`src/rtl/cdc_fifo_pkg.sv`:
```
// Shared constants and pointer-code helpers for the dual-clock FIFO.
// The read-side control and the write-side level logic both use these helpers.
package cdc_fifo_pkg;

  localparam int ADDR_W_DEF = 3;
  localparam int CODE_W     = 32;

  function automatic logic [CODE_W-1:0] bin2gray(input logic [CODE_W-1:0] x);
    return x ^ (x >> 1);
  endfunction

  function automatic logic [CODE_W-1:0] gray2bin(input logic [CODE_W-1:0] g);
    logic [CODE_W-1:0] b;
    b[CODE_W-1] = g[CODE_W-1];
    for (int i = CODE_W - 2; i >= 0; i--) begin
      b[i] = b[i+1] ^ g[i];
    end
    return b;
  endfunction

endpackage

```
`src/rtl/cdc_fifo_wr_ctrl_if.sv`:
```
// Write-side bundle of the dual-clock FIFO: push handshake, synced read pointer, Gray write pointer, RAM port.
// wr_level is present only when CDC_FIFO_WR_LEVEL_EN is defined.
interface cdc_fifo_wr_ctrl_if
  import cdc_fifo_pkg::*;
#(
  parameter int ADDR_W = ADDR_W_DEF
);
  localparam int PW = ADDR_W + 1;

  logic              wr_valid;
  logic              wr_ready;
  logic              wr_full;
  logic              wr_overflow;
  logic [PW-1:0]     rd_ptr_gray_sync;
  logic [PW-1:0]     wr_ptr_gray;
  logic              mem_we;
  logic [ADDR_W-1:0] mem_waddr;
`ifdef CDC_FIFO_WR_LEVEL_EN
  logic [PW-1:0]     wr_level;
`endif

  modport master (
    output wr_valid,
    output rd_ptr_gray_sync,
    input  wr_ready,
    input  wr_full,
    input  wr_overflow,
    input  wr_ptr_gray,
    input  mem_we,
    input  mem_waddr
`ifdef CDC_FIFO_WR_LEVEL_EN
    , input wr_level
`endif
  );

  modport slave (
    input  wr_valid,
    input  rd_ptr_gray_sync,
    output wr_ready,
    output wr_full,
    output wr_overflow,
    output wr_ptr_gray,
    output mem_we,
    output mem_waddr
`ifdef CDC_FIFO_WR_LEVEL_EN
    , output wr_level
`endif
  );

endinterface

```
`src/rtl/cdc_fifo_gray_ptr.sv`:
```
// Binary + registered Gray pointer pair with increment enable; gray_next_o is the Gray value after this edge.
// Shared by the write- and read-side controllers; async active-low reset clears both registers.
module cdc_fifo_gray_ptr
  import cdc_fifo_pkg::*;
#(
  parameter int W = ADDR_W_DEF + 1
) (
  input  logic         clk_i,
  input  logic         rst_ni,
  input  logic         inc_i,
  output logic [W-1:0] bin_o,
  output logic [W-1:0] gray_o,
  output logic [W-1:0] gray_next_o
);

  logic [W-1:0] bin_q, bin_d;
  logic [W-1:0] gray_q, gray_d;

  always_comb begin
    bin_d  = bin_q + W'(inc_i);
    gray_d = W'(bin2gray(CODE_W'(bin_d)));
  end

  // Gray is registered so the synchronizer in the other domain never sees a decode glitch.
  always_ff @(posedge clk_i or negedge rst_ni) begin
    if (!rst_ni) begin
      bin_q  <= '0;
      gray_q <= '0;
    end else begin
      bin_q  <= bin_d;
      gray_q <= gray_d;
    end
  end

  assign bin_o       = bin_q;
  assign gray_o      = gray_q;
  assign gray_next_o = gray_d;

endmodule

```
`src/rtl/cdc_fifo_wr_ctrl.sv`:
```
// Dual-clock FIFO write control in one_clk: same-cycle push accept and RAM write, registered full/overflow.
// Full is computed against the read pointer synced into one_clk; CDC_FIFO_WR_LEVEL_EN adds a registered fill level.
module cdc_fifo_wr_ctrl
  import cdc_fifo_pkg::*;
#(
  parameter int ADDR_W = ADDR_W_DEF
) (
  input  logic              one_clk,
  input  logic              one_rst_n,
  cdc_fifo_wr_ctrl_if.slave wr_if
);

  localparam int PW = ADDR_W + 1;

  logic          push;
  logic [PW-1:0] wr_bin;
  logic [PW-1:0] wr_gray;
  logic [PW-1:0] wr_gray_next;
  logic [PW-1:0] rd_gray_lap;
  logic          full_q, full_d;
  logic          overflow_q, overflow_d;

  assign push = wr_if.wr_valid & ~full_q;

  cdc_fifo_gray_ptr #(
    .W (PW)
  ) u_wr_ptr (
    .clk_i       (one_clk),
    .rst_ni      (one_rst_n),
    .inc_i       (push),
    .bin_o       (wr_bin),
    .gray_o      (wr_gray),
    .gray_next_o (wr_gray_next)
  );

  // One full lap ahead of the read pointer in Gray code: top two bits inverted, rest equal.
  assign rd_gray_lap = {~wr_if.rd_ptr_gray_sync[PW-1:PW-2], wr_if.rd_ptr_gray_sync[PW-3:0]};

  always_comb begin
    full_d     = (wr_gray_next == rd_gray_lap);
    overflow_d = overflow_q | (wr_if.wr_valid & full_q);
  end

  always_ff @(posedge one_clk or negedge one_rst_n) begin
    if (!one_rst_n) begin
      full_q     <= 1'b0;
      overflow_q <= 1'b0;
    end else begin
      full_q     <= full_d;
      overflow_q <= overflow_d;
    end
  end

  assign wr_if.wr_ready    = ~full_q;
  assign wr_if.wr_full     = full_q;
  assign wr_if.wr_overflow = overflow_q;
  assign wr_if.wr_ptr_gray = wr_gray;
  assign wr_if.mem_we      = push;
  assign wr_if.mem_waddr   = wr_bin[ADDR_W-1:0];

`ifdef CDC_FIFO_WR_LEVEL_EN
  logic [PW-1:0] level_q, level_d;

  // Stale synced read pointer makes this an overestimate, never an underestimate.
  always_comb begin
    level_d = (wr_bin + PW'(push)) - PW'(gray2bin(CODE_W'(wr_if.rd_ptr_gray_sync)));
  end

  always_ff @(posedge one_clk or negedge one_rst_n) begin
    if (!one_rst_n) begin
      level_q <= '0;
    end else begin
      level_q <= level_d;
    end
  end

  assign wr_if.wr_level = level_q;
`else
  logic wr_bin_msb_unused;
  assign wr_bin_msb_unused = wr_bin[PW-1];
`endif

endmodule

```
`src/flat_wrapper.sv`:
```
// flat-port wrapper written by rule: the top's interface ports become plain ports
module cdc_fifo_wr_ctrl_flat import cdc_fifo_pkg::*;
#(
  parameter int ADDR_W = ADDR_W_DEF
)
  (one_clk, one_rst_n, wr_if_wr_valid, wr_if_rd_ptr_gray_sync, wr_if_wr_ready, wr_if_wr_full, wr_if_wr_overflow, wr_if_wr_ptr_gray, wr_if_mem_we, wr_if_mem_waddr);
  cdc_fifo_wr_ctrl_if #(.ADDR_W(ADDR_W)) wr_if_i ();
  input  logic one_clk;
  input  logic one_rst_n;
  input wire logic [$bits(wr_if_i.wr_valid)-1:0] wr_if_wr_valid;
  input wire logic [$bits(wr_if_i.rd_ptr_gray_sync)-1:0] wr_if_rd_ptr_gray_sync;
  output wire logic [$bits(wr_if_i.wr_ready)-1:0] wr_if_wr_ready;
  output wire logic [$bits(wr_if_i.wr_full)-1:0] wr_if_wr_full;
  output wire logic [$bits(wr_if_i.wr_overflow)-1:0] wr_if_wr_overflow;
  output wire logic [$bits(wr_if_i.wr_ptr_gray)-1:0] wr_if_wr_ptr_gray;
  output wire logic [$bits(wr_if_i.mem_we)-1:0] wr_if_mem_we;
  output wire logic [$bits(wr_if_i.mem_waddr)-1:0] wr_if_mem_waddr;
  assign wr_if_i.wr_valid = wr_if_wr_valid;
  assign wr_if_i.rd_ptr_gray_sync = wr_if_rd_ptr_gray_sync;
  assign wr_if_wr_ready = wr_if_i.wr_ready;
  assign wr_if_wr_full = wr_if_i.wr_full;
  assign wr_if_wr_overflow = wr_if_i.wr_overflow;
  assign wr_if_wr_ptr_gray = wr_if_i.wr_ptr_gray;
  assign wr_if_mem_we = wr_if_i.mem_we;
  assign wr_if_mem_waddr = wr_if_i.mem_waddr;
  cdc_fifo_wr_ctrl #(.ADDR_W(ADDR_W)) u_core (.one_clk(one_clk), .one_rst_n(one_rst_n), .wr_if(wr_if_i));
endmodule
```
`config.mk`:
```
export PLATFORM = sky130hd
export DESIGN_NAME = cdc_fifo_wr_ctrl_flat
export DESIGN_NICKNAME = d
export VERILOG_FILES = /design/src/rtl/cdc_fifo_pkg.sv /design/src/rtl/cdc_fifo_wr_ctrl_if.sv /design/src/rtl/cdc_fifo_gray_ptr.sv /design/src/rtl/cdc_fifo_wr_ctrl.sv /design/src/flat_wrapper.sv
export SDC_FILE = /design/constraint.sdc
export NUM_CORES = 1
export LEC_CHECK = 0
export ABC_CLOCK_PERIOD_IN_PS = 1600
export BUFFER_PORTS_ARGS = -buffer_cell sky130_fd_sc_hd__buf_2
export CAP_MARGIN = 20
export CORE_AREA = 2 2 39 41
export DETAILED_ROUTE_END_ITERATION = 8
export DIE_AREA = 0 0 41 43
export PLACE_DENSITY = 0.69
export SLEW_MARGIN = 10
export SYNTH_ARGS = -nofsm -noshare
export SYNTH_HDL_FRONTEND = slang
export SYNTH_SLANG_ARGS = --single-unit
```
`constraint.sdc`:
```
create_clock -name one_clk -period 1.6 [get_ports one_clk]
set_input_delay 0.32 -clock one_clk [delete_from_list [all_inputs] [get_ports one_clk]]
set_output_delay 0.32 -clock one_clk [all_outputs]
set_load 0.01 [all_outputs]
```
==> results by group <==
Routing
  • Post-DRT Antenna Nets: 0
  • Post-Route WL: 969 um
  • Pre-antenna DRT Iters: 1
  • Vias per inst: between 4 and 5
  • Wirelength per Cell: 11.4 um
  • DRC viols: 0
  • Vias post-DR: 399
  • Iteration-0 DRC Markers: 0

Critical path
  • Slowest-stage cell, CP: dfrtp_1
  • Crit path kind: flip-flop to flip-flop
  • CP max stage delay: 0.39 ns
  • Critical path endpoint category: flip-flop
  • CP top delay family: adder cells
  • Worst setup SP type: flip-flop
  • Crit-path cells: nor2b_2 > ha_2 > ha_4 > xor2_4 > mux2i_1 > o311a_2 > and4_1
  • CP Data Required Time: around 1.8 ns
  • CP Data Arrival Time: a little under 2 ns
  • CP bufs+invs: 0
  • Worst-path fanout max: 2

CTS
  • Clk buf depth: 2
  • Worst skew pair latency: between 0.2 and 0.3 ns
  • Clk pin slew, worst setup/hold paths: 0.07 ns
  • Clock buffer count from CTS: 3
  • TritonCTS clock tree: built
  • Clock Sinks: 9
  • CTS H-tree depth: 1
  • CTS root buf: clkbuf_4

Global route
  • Largest net degree at the start of global routing: 10
  • First-pass GRT wire length: 1540 um
  • GRT overflow: 0
  • GR Util All Layers: 13.9%
  • Vias in the first global route: 377
  • Initial antenna violation count: 0

Final layout
  • Layout cells sized above 1: 53.6%
  • Final instance area: ~700 sq um
  • Final core utilization: 51.5%
  • Commonest non-fill, non-tap cell in the layout: buf_2
  • Layout area overhead: 54.9%
  • Layout Nets: 79
  • Most frequent cells in the layout: 17 x buf_2, 9 x buf_4, 9 x dfrtp_1
  • Multi-input logic area: 270 sq um
  • Filler instances: around 150
  • Reg area: 225 sq um
  • Antenna diode count: 0

Die
  • Core ar.: between 0.001 and 0.0015 sq mm
  • Starting Density: 33.3%
  • IO Count: 18
  • # rows: 14
  • Die span in y: 43 um
  • Die width: 41 um
  • Die area: 0.00176 sq mm

Yosys
  • Avg Cell Area, Syn: 11.8 sq um
  • Yosys warning count: 0
  • Yosys top cell area share: 48.9%
  • #FFs+latches synth: 9
  • Seq/Total Area, Yosys: 48.9%
  • Synth cell types: 20
  • Post-Synthesis Cells: 39
  • Post-Syn Area: 460 sq um
  • Synth area leaders: dfrtp_1 49%, xor2_1 9.5%, xnor2_1 5.7%
  • Leading area contributor after synthesis: dfrtp_1
  • Syn_nets: 48

Power
  • Cell Int Power: 1.05 mW
  • Psw: 682 uW
  • VDD IR max: 0.859 mV
  • Pleak: 0.344 nW
  • Cell Pwr Density: 2430 mW/mm^2
  • Logic pwr share: 62.7%
  • Sw frac: between 30% and 40%
  • Clock share of power: 10.4%
  • Reg power frac: a little over a quarter

Placement
  • Hpwl dp: 718 um
  • Input/output buffers: 17
  • Place WS: -0.209 ns
  • DP Area: 634 sq um
  • Gp weighted congestion: 0.732

Job
  • Number of max-cap violations: 0

STA
  • PnR worst setup slack: -0.145 ns
  • Relative slew slack: 79.9%
  • Max Slew Vio Count: 0
  • Tcrit/Tclk final: 109%
  • Fin. Hold Viols: 0
  • Skew final: 0.00311 ns
  • Final setup vio count: 1
  • RSZ-0062 raised after global routing: yes
  • Least-Margin Pin Slew: a little over 0.3 ns
  • Fmax: 0.573 GHz
  • Post-layout minimum cycle time: 1.74 ns

Run status
  • Outcome: complete, but fails checks
  • Failing checks: setup timing

Hold path
  • Hold Crit Class: input port to flip-flop
[per-stage QoR]
stage               instances  TNS, ns  hold WS [ns]  total power, mW
floorplan                  39   -0.217        0.0244             1.13
global placement           76   -0.206         0.179             1.45
detailed placement         76   -0.209         0.186             1.47
CTS                        84   -0.110         0.263             1.72
global route               85   -0.266         0.259             1.88
finish                     85   -0.145         0.271             1.74
[timing repair]
action	in CTS	in global routing
endpoints found under the hold margin	9	0
endpoints found under the setup margin	1	2
hold buffers	1	0
resized for setup	0	1
pin swaps	1	2
setup buffers	3	1
[worst paths after layout]
path	startpoint	to	slack, ns	cells after the start
worst max-delay path	u_core.wr_if.wr_full	u_core.wr_if.wr_full	-0.14	7
worst min-delay path	wr_if_wr_valid	u_core.wr_if.wr_overflow	0.27	2
worst max register to register	u_core.wr_if.wr_full	u_core.wr_if.wr_full	-0.14	7
worst min register to register	u_core.wr_if.wr_overflow	u_core.wr_if.wr_overflow	0.47	1
max in group asynchronous	one_rst_n	u_core.u_wr_ptr.bin_o[3]	0.99	2
min in group asynchronous	one_rst_n	u_core.wr_if.wr_overflow	0.43	2
[registers in the layout (all words and copies together) (netlist names)]
signal and flops:
u_core.u_wr_ptr.gray_o 3, u_core.wr_if.wr_overflow 1, u_core.wr_if.wr_full 1, u_core.u_wr_ptr.bin_o 4
[final cells by class]
type	count	area share [%]
clock buffer	3	3.16
clock inverter	1	0.702
inverter	2	1.05
multi-input combinational	27	37.9
sequential	9	31.6
tap	16	2.81
timing repair buffer	27	22.8
[logic make-up (layout without fill, tap and decap cells)]
family / Yosys count / in the layout / synth area share (%)
multiplexers: 1 / 1 / 2.17
buffers and inverters: 3 / 33 / 2.72
XOR/XNOR: 9 / 9 / 18.8
AO/OA/AOI/OAI: 7 / 7 / 12.0
AND/OR/NAND/NOR: 8 / 8 / 10.1
flip-flops: 9 / 9 / 48.9
adder cells (fa/ha/maj): 2 / 2 / 5.43
[synthesized netlist by cell type]
master and n:
dfrtp_1 9, xor2_1 5, xnor2_1 3, ha_1 2, inv_1 2, nor2_1 2
nor2b_1 2, o21ai_0 2, a21bo_2 1, a21o_1 1, and3_1 1, and4_1 1
buf_2 1, mux2i_1 1, nand3_1 1, nand4_1 1, o211ai_1 1, o311a_2 1
o32ai_1 1, xor2_2 1
[worst register-to-register path: stages, from the launching register on]
cell     delay, ns
dfrtp_1       0.39
nor2b_2       0.14
ha_2          0.22
ha_4          0.20
xor2_4        0.17
mux2i_1       0.22
o311a_2       0.18
and4_1        0.17
[routing by layer]
metal  GRT usage, %  vias to the layer above  routed length [um]  share of wire (%)
li1               -                      197                   -                  -
met1           14.5                      183                 410                 42
met2           20.6                       15                 466                 48
met3           4.71                        4                  66                6.8
met4           12.0                        0                  26                2.7
met5              0                        -                   0                  0
[power by group through the flow]
stage / Clock (mW) / Sequential, mW / Combinational (mW)
floorplan: 0 / 0.521 / 0.612
global placement: 0 / 0.467 / 0.978
detailed placement: 0 / 0.469 / 1.00
CTS: 0.190 / 0.459 / 1.07
global route: 0.203 / 0.485 / 1.20
finish: 0.181 / 0.466 / 1.09
Power figures use the tool's default switching activity.
